**config.mk**
```make
export PLATFORM = sky130hd
export DESIGN_NAME = read_raw_guard
export DESIGN_NICKNAME = d
export VERILOG_FILES = /design/src/rtl/read_raw_guard.sv
export SDC_FILE = /design/constraint.sdc
export NUM_CORES = 1
export LEC_CHECK = 0
export ABC_AREA = 1
export BUFFER_PORTS_ARGS = -buffer_cell sky130_fd_sc_hd__buf_4
export CAP_MARGIN = 20
export CORE_MARGIN = 10
export CORE_UTILIZATION = 30
export DETAILED_ROUTE_END_ITERATION = 10
export MAX_ROUTING_LAYER = met4
export PLACE_DENSITY = 0.58
export SLEW_MARGIN = 40
export SYNTH_ARGS = -nofsm -noshare
export SYNTH_HDL_FRONTEND = slang
export SYNTH_SLANG_ARGS = --single-unit
```
**constraint.sdc**
```tcl
create_clock -name i_clk -period 1.6 [get_ports i_clk]
set_input_delay 0.32 -clock i_clk [delete_from_list [all_inputs] [get_ports i_clk]]
set_output_delay 0.32 -clock i_clk [all_outputs]
set_load 0.02 [all_outputs]
```
**src/rtl/read_raw_guard.sv**
```systemverilog
// Read-after-write hazard guard: holds a read while it matches a pending write-queue entry.
// Optional statistics outputs are enabled with `define RAW_GUARD_STAT_EN.

`ifndef ROW_ADDR_BITS
`define ROW_ADDR_BITS 14
`endif
`ifndef COL_ADDR_BITS
`define COL_ADDR_BITS 10
`endif
`ifndef BANK_ADDR_BITS
`define BANK_ADDR_BITS 3
`endif

module read_raw_guard #(
    parameter int unsigned ADDR_WIDTH  = `ROW_ADDR_BITS + `COL_ADDR_BITS + `BANK_ADDR_BITS,
    parameter int unsigned SNOOP_DEPTH = 8
) (
    input  logic                   i_clk,
    input  logic                   i_rst,
    input  logic                   i_rd_valid,
    output logic                   o_rd_ready,
    input  logic [ADDR_WIDTH-1:0]  i_rd_addr,
    input  logic [ADDR_WIDTH:0]    i_wq_addr_0,
    input  logic [ADDR_WIDTH:0]    i_wq_addr_1,
    input  logic [ADDR_WIDTH:0]    i_wq_addr_2,
    input  logic [ADDR_WIDTH:0]    i_wq_addr_3,
    input  logic [ADDR_WIDTH:0]    i_wq_addr_4,
    input  logic [ADDR_WIDTH:0]    i_wq_addr_5,
    input  logic [ADDR_WIDTH:0]    i_wq_addr_6,
    input  logic [ADDR_WIDTH:0]    i_wq_addr_7,
    output logic                   o_cmd_valid,
    input  logic                   i_cmd_ready,
    output logic [ADDR_WIDTH-1:0]  o_cmd_addr,
    output logic                   o_wr_drain_req,
    output logic [SNOOP_DEPTH-1:0] o_hit_vec
`ifdef RAW_GUARD_STAT_EN
    ,
    output logic [15:0]            o_hazard_cnt,
    output logic [7:0]             o_max_stall
`endif
);

    typedef enum logic [1:0] {StIdle, StCheck, StWait, StIssue} state_e;

    state_e                  state;
    logic [ADDR_WIDTH-1:0]   held_addr;
    logic [ADDR_WIDTH:0]     snoop [SNOOP_DEPTH];
    logic [SNOOP_DEPTH-1:0]  hit;
    logic                    hit_any;

    // Valid bit gates the full-width address compare.
    always_comb begin
        snoop[0] = i_wq_addr_0;
        snoop[1] = i_wq_addr_1;
        snoop[2] = i_wq_addr_2;
        snoop[3] = i_wq_addr_3;
        snoop[4] = i_wq_addr_4;
        snoop[5] = i_wq_addr_5;
        snoop[6] = i_wq_addr_6;
        snoop[7] = i_wq_addr_7;
        hit = '0;
        for (int k = 0; k < SNOOP_DEPTH; k++) begin
            hit[k] = snoop[k][ADDR_WIDTH] && (snoop[k][ADDR_WIDTH-1:0] == held_addr);
        end
        hit_any = |hit;
    end

    always_ff @(posedge i_clk) begin
        if (i_rst) begin
            state          <= StIdle;
            o_rd_ready     <= 1'b0;
            o_cmd_valid    <= 1'b0;
            o_cmd_addr     <= '0;
            o_wr_drain_req <= 1'b0;
            o_hit_vec      <= '0;
            held_addr      <= '0;
        end else begin
            unique case (state)
                StIdle: begin
                    o_rd_ready <= 1'b1;
                    if (i_rd_valid && o_rd_ready) begin
                        held_addr  <= i_rd_addr;
                        o_rd_ready <= 1'b0;
                        state      <= StCheck;
                    end
                end
                StCheck: begin
                    o_hit_vec <= hit;
                    if (hit_any) begin
                        o_wr_drain_req <= 1'b1;
                        state          <= StWait;
                    end else begin
                        o_cmd_valid <= 1'b1;
                        o_cmd_addr  <= held_addr;
                        state       <= StIssue;
                    end
                end
                StWait: begin
                    o_hit_vec <= hit;
                    if (!hit_any) begin
                        o_wr_drain_req <= 1'b0;
                        o_cmd_valid    <= 1'b1;
                        o_cmd_addr     <= held_addr;
                        state          <= StIssue;
                    end
                end
                StIssue: begin
                    // Committed: no hazard re-check here.
                    if (i_cmd_ready) begin
                        o_cmd_valid <= 1'b0;
                        o_rd_ready  <= 1'b1;
                        state       <= StIdle;
                    end
                end
                default: begin
                    state <= StIdle;
                end
            endcase
        end
    end

`ifdef RAW_GUARD_STAT_EN
    logic [7:0] stall_q;
    logic [7:0] stall_inc;

    always_comb begin
        stall_inc = (stall_q == 8'hFF) ? stall_q : stall_q + 8'd1;
    end

    always_ff @(posedge i_clk) begin
        if (i_rst) begin
            o_hazard_cnt <= '0;
            o_max_stall  <= '0;
            stall_q      <= '0;
        end else begin
            if (state == StCheck && hit_any) begin
                stall_q <= '0;
                if (o_hazard_cnt != 16'hFFFF) begin
                    o_hazard_cnt <= o_hazard_cnt + 16'd1;
                end
            end else if (state == StWait) begin
                stall_q <= stall_inc;
                if (stall_inc > o_max_stall) begin
                    o_max_stall <= stall_inc;
                end
            end
        end
    end
`endif

endmodule
```
==> parameters.txt <==
Parameter                              Value

Global route
  Total global-route track usage    21.6%
  Number of antenna violations at the first check in global routing    6
  Maximum number of pins on one net before global-route repair    48
  Number of global-route vias before repair    7,454
  Grt total ovfl    0
  First-pass GRT wire length    42,600 um

Route
  Average wire per cell in the routed design    17.5 um
  Remaining antenna violation count    0
  Drt initial violations    461
  Vias post-DR    about 7,400
  Count of unresolved DRC violations after routing    0
  Ratio of routed vias to standard cells    ~4.4
  Wire length after detailed routing    roughly 29,000 um
  Initial DRT Pass Iterations    5

CTS
  Clock tree root buffer cell    sky130_fd_sc_hd__clkbuf_16
  Clock Sinks    67
  Clock transition at the registers of the reported paths    60 ps
  Clock tree from TritonCTS    built
  Number of H-tree branching levels    3
  Clock Path Buffers    2
  Clock latency on the worst-skew pair    350 ps
  Cts hold-fix bufs    0
  Clock buffers created by TritonCTS    9

Die
  Std-Cell Core Area    20,100 sq um
  Die footprint    26,500 sq um
  Number of placement rows    52
  Initial cell density of the core    a little under a third
  I/O pins    just under 300
  Die width    between 150 and 200 um
  Height of the die    163 um

Worst setup path
  Launching point of the worst reg2reg path    held_addr[0]
  Minimum setup slack among reg-to-reg paths    -320 ps
  CP cell instances    o211ai_1, nor2_1, nand2_1, nor2_1, nand2_1, nand2_2, nor2_4, nand3_4, inv_6, buf_12, o21ai_1, a21oi_1
  Req. time, crit path    1880 ps
  Endpoint class of the critical path    flip-flop
  Number of cells traversed by the worst register-to-register path    12
  Worst Setup Path Type    flip-flop to flip-flop
  Largest fanout on the critical path    16
  Startpoint kind of the worst setup timing path    flip-flop
  Crit path largest cell delay    390 ps
  Crit path depth    12
  Endpoint of the lowest-slack register-to-register path    o_cmd_addr[1]
  Crit path arrival time    2190 ps
  Slowest stage cell, crit path    sky130_fd_sc_hd__dfxtp_4
  Cell family with most CP delay    simple AND/OR/NAND/NOR gates
  CP Buf/Inv Count    2

Layout
  Layout cell share with drive strength beyond 1    38.7%
  Core Util, Final    49.5%
  Synth-to-layout area growth    62.9%
  Nets    1,646
  Final-layout fill cell count    2,085
  Sequential Area    1380 sq um
  Layout Cells excl Fill    1,668
  Multi-input logic area    4140 sq um

Logic synthesis
  Average instance area after synthesis    5.84 sq um
  Post-synth net total    around 1,300
  Area of the mapped netlist    6110 sq um
  Share of synthesized registers carrying an async set or reset    0%
  Leading register cell type out of synthesis    sky130_fd_sc_hd__dfxtp_1
  Number of flip-flops and latches in the synthesized netlist    67
  Sequential element share of the synthesized area    a little over a fifth
  Cells after synthesis    1,046
  Number of enable-type register cells in the synthesized netlist    0
  Cell variety after synth    36
  Count of warnings emitted by yosys    0

STA
  Slew HR    78.4%
  Worst hold margin    roughly 170 ps
  Number of pins exceeding their max-slew limit in the final report    0
  Fin Clk Skew    12.0 ps
  Final setup margin    -319 ps
  Setup Viol. Count Final    31
  Hold Fails Final Rpt    0
  Fin crit share    120%
  RSZ-0062 raised after global routing    true
  Post-layout min period    about 1900 ps
  Timing-limited maximum frequency    521 MHz
  Transition time at the pin with the least slew margin    323 ps

Power and ir drop
  Areal power density over the cells    1290 nW/um^2
  Leakage power of the design    5.03 nW
  Post-layout total power    0.0128 W
  Maximum resistive drop on vdd    928 uV

Worst hold path
  Hold-critical path depth    2
  Hold wc startpoint    i_rst
  Hold WC Path Type    input port to flip-flop
  Hold Crit Endpoint    o_cmd_valid

Status
  Violations in the final reports    negative setup slack
  Run status    finished, violations left

Place
  # placed instances    1,645
  GPL Wtd Cong    0.982
  Final HPWL from detailed placement    ~25,000 um
  Number of buffers added on ports    292

Flow run
  Number of max-capacitance violations reported    0
## stage by stage
stage | cell area, sq um | setup TNS, ps | setup slack (ps)
after floorplan | 6140 | -1660 | -76.6
after global routing | 9950 | -13010 | -454
after detailed placement | 9150 | -12620 | -465
after global placement | 9150 | -12040 | -462
final | 9950 | -9070 | -319
after CTS | 9750 | -8300 | -290
## repair_timing
action	CTS	global route
setup endpoints to repair	36	39
pin swaps	19	17
buffers inserted	3	0
cloned	1	0
hold endpoints to repair	0	0
gates resized for setup	87	44
## flip-flops by register name, summed over array words and instances, names as in the netlist
register / flops
o_wr_drain_req: 1
o_rd_ready: 1
state: 2
held_addr: 27
o_hit_vec: 8
o_cmd_addr: 27
o_cmd_valid: 1
## final cells by class
type                       instances  area share [%]
clock inverter                     4           0.730
clock buffer                      12            2.58
timing repair buffer             376            30.7
timing repair inverter             1          0.0377
antenna                            6           0.151
sequential                        67            13.8
inverter                         176            6.97
tap                              270            3.40
multi-input combinational        756            41.6
## metal layers
layer  GRT usage (%)  up-vias  wire (um)
li1                -     3870          -
met1            25.1     3288      12300
met2            35.6      222      14100
met3            6.52       32       2320
met4            5.61        0        571
met5               -        -          0
## power breakdown
group / switching [W] / leakage (nW) / internal, W
clock network: 0.000778 / 0.159 / 0.00145
logic: 0.00423 / 4.31 / 0.00350
registers: 0.000494 / 0.560 / 0.00235
## how the worst max path moves through the flow
| stage | from | end |
|---|---|---|
| 6_report | held_addr[0] | o_cmd_addr[1] |
| 3_3_place_gp | held_addr[24] | o_cmd_addr[18] |
| 4_1_cts | held_addr[0] | o_cmd_addr[10] |
| 2_1_floorplan | held_addr[25] | o_cmd_addr[3] |
| 5_1_grt | held_addr[0] | o_cmd_addr[13] |
| 3_5_place_dp | held_addr[26] | o_cmd_addr[19] |
## logic make-up (layout without fill, tap and decap cells)
logic type               Yosys count  count (layout)  share of synthesized area [%]
AND/OR/NAND/NOR                  515             515                           34.4
buffers and inverters            223             569                           17.0
flip-flops                        67              67                           22.0
other                              0               6                              0
AO/OA/AOI/OAI                    148             148                           13.0
XOR/XNOR                          89              89                           12.8
adder cells (fa/ha/maj)            4               4                          0.820
## synthesized netlist by cell type (all sizes together) (7+ instances only)
cell type | number | area share, %
nand2 | 380 | 24
inv | 175 | 11
xnor2 | 88 | 13
nor2 | 80 | 5.2
o21ai | 76 | 6.7
dfxtp | 67 | 22
a21oi | 65 | 5.4
buf | 35 | 5.2
nand4 | 32 | 3.3
nand3 | 14 | 1.4
clkbuf | 12 | 0.74
or2 | 7 | 0.72
## placed cells by master, fill, tap and decap left out, drive strengths merged
| cell | instances |
|---|---|
| nand2 | 380 |
| a21boi | 4 |
| a31oi | 1 |
| buf | 376 |
| o211ai | 1 |
| o22ai | 1 |
| or2 | 7 |
| nor2 | 80 |
| diode | 6 |
| nor3 | 2 |
| inv | 176 |
| clkinv | 2 |
| a21oi | 65 |
| dfxtp | 67 |
| xnor2 | 88 |
| o21ai | 76 |
| nand4 | 32 |
| nand3 | 14 |
| clkbuf | 12 |
| ha | 4 |
| clkinvlp | 1 |
| xor2 | 1 |
| bufinv | 2 |
No activity file was read; power rests on OpenSTA's default activity.
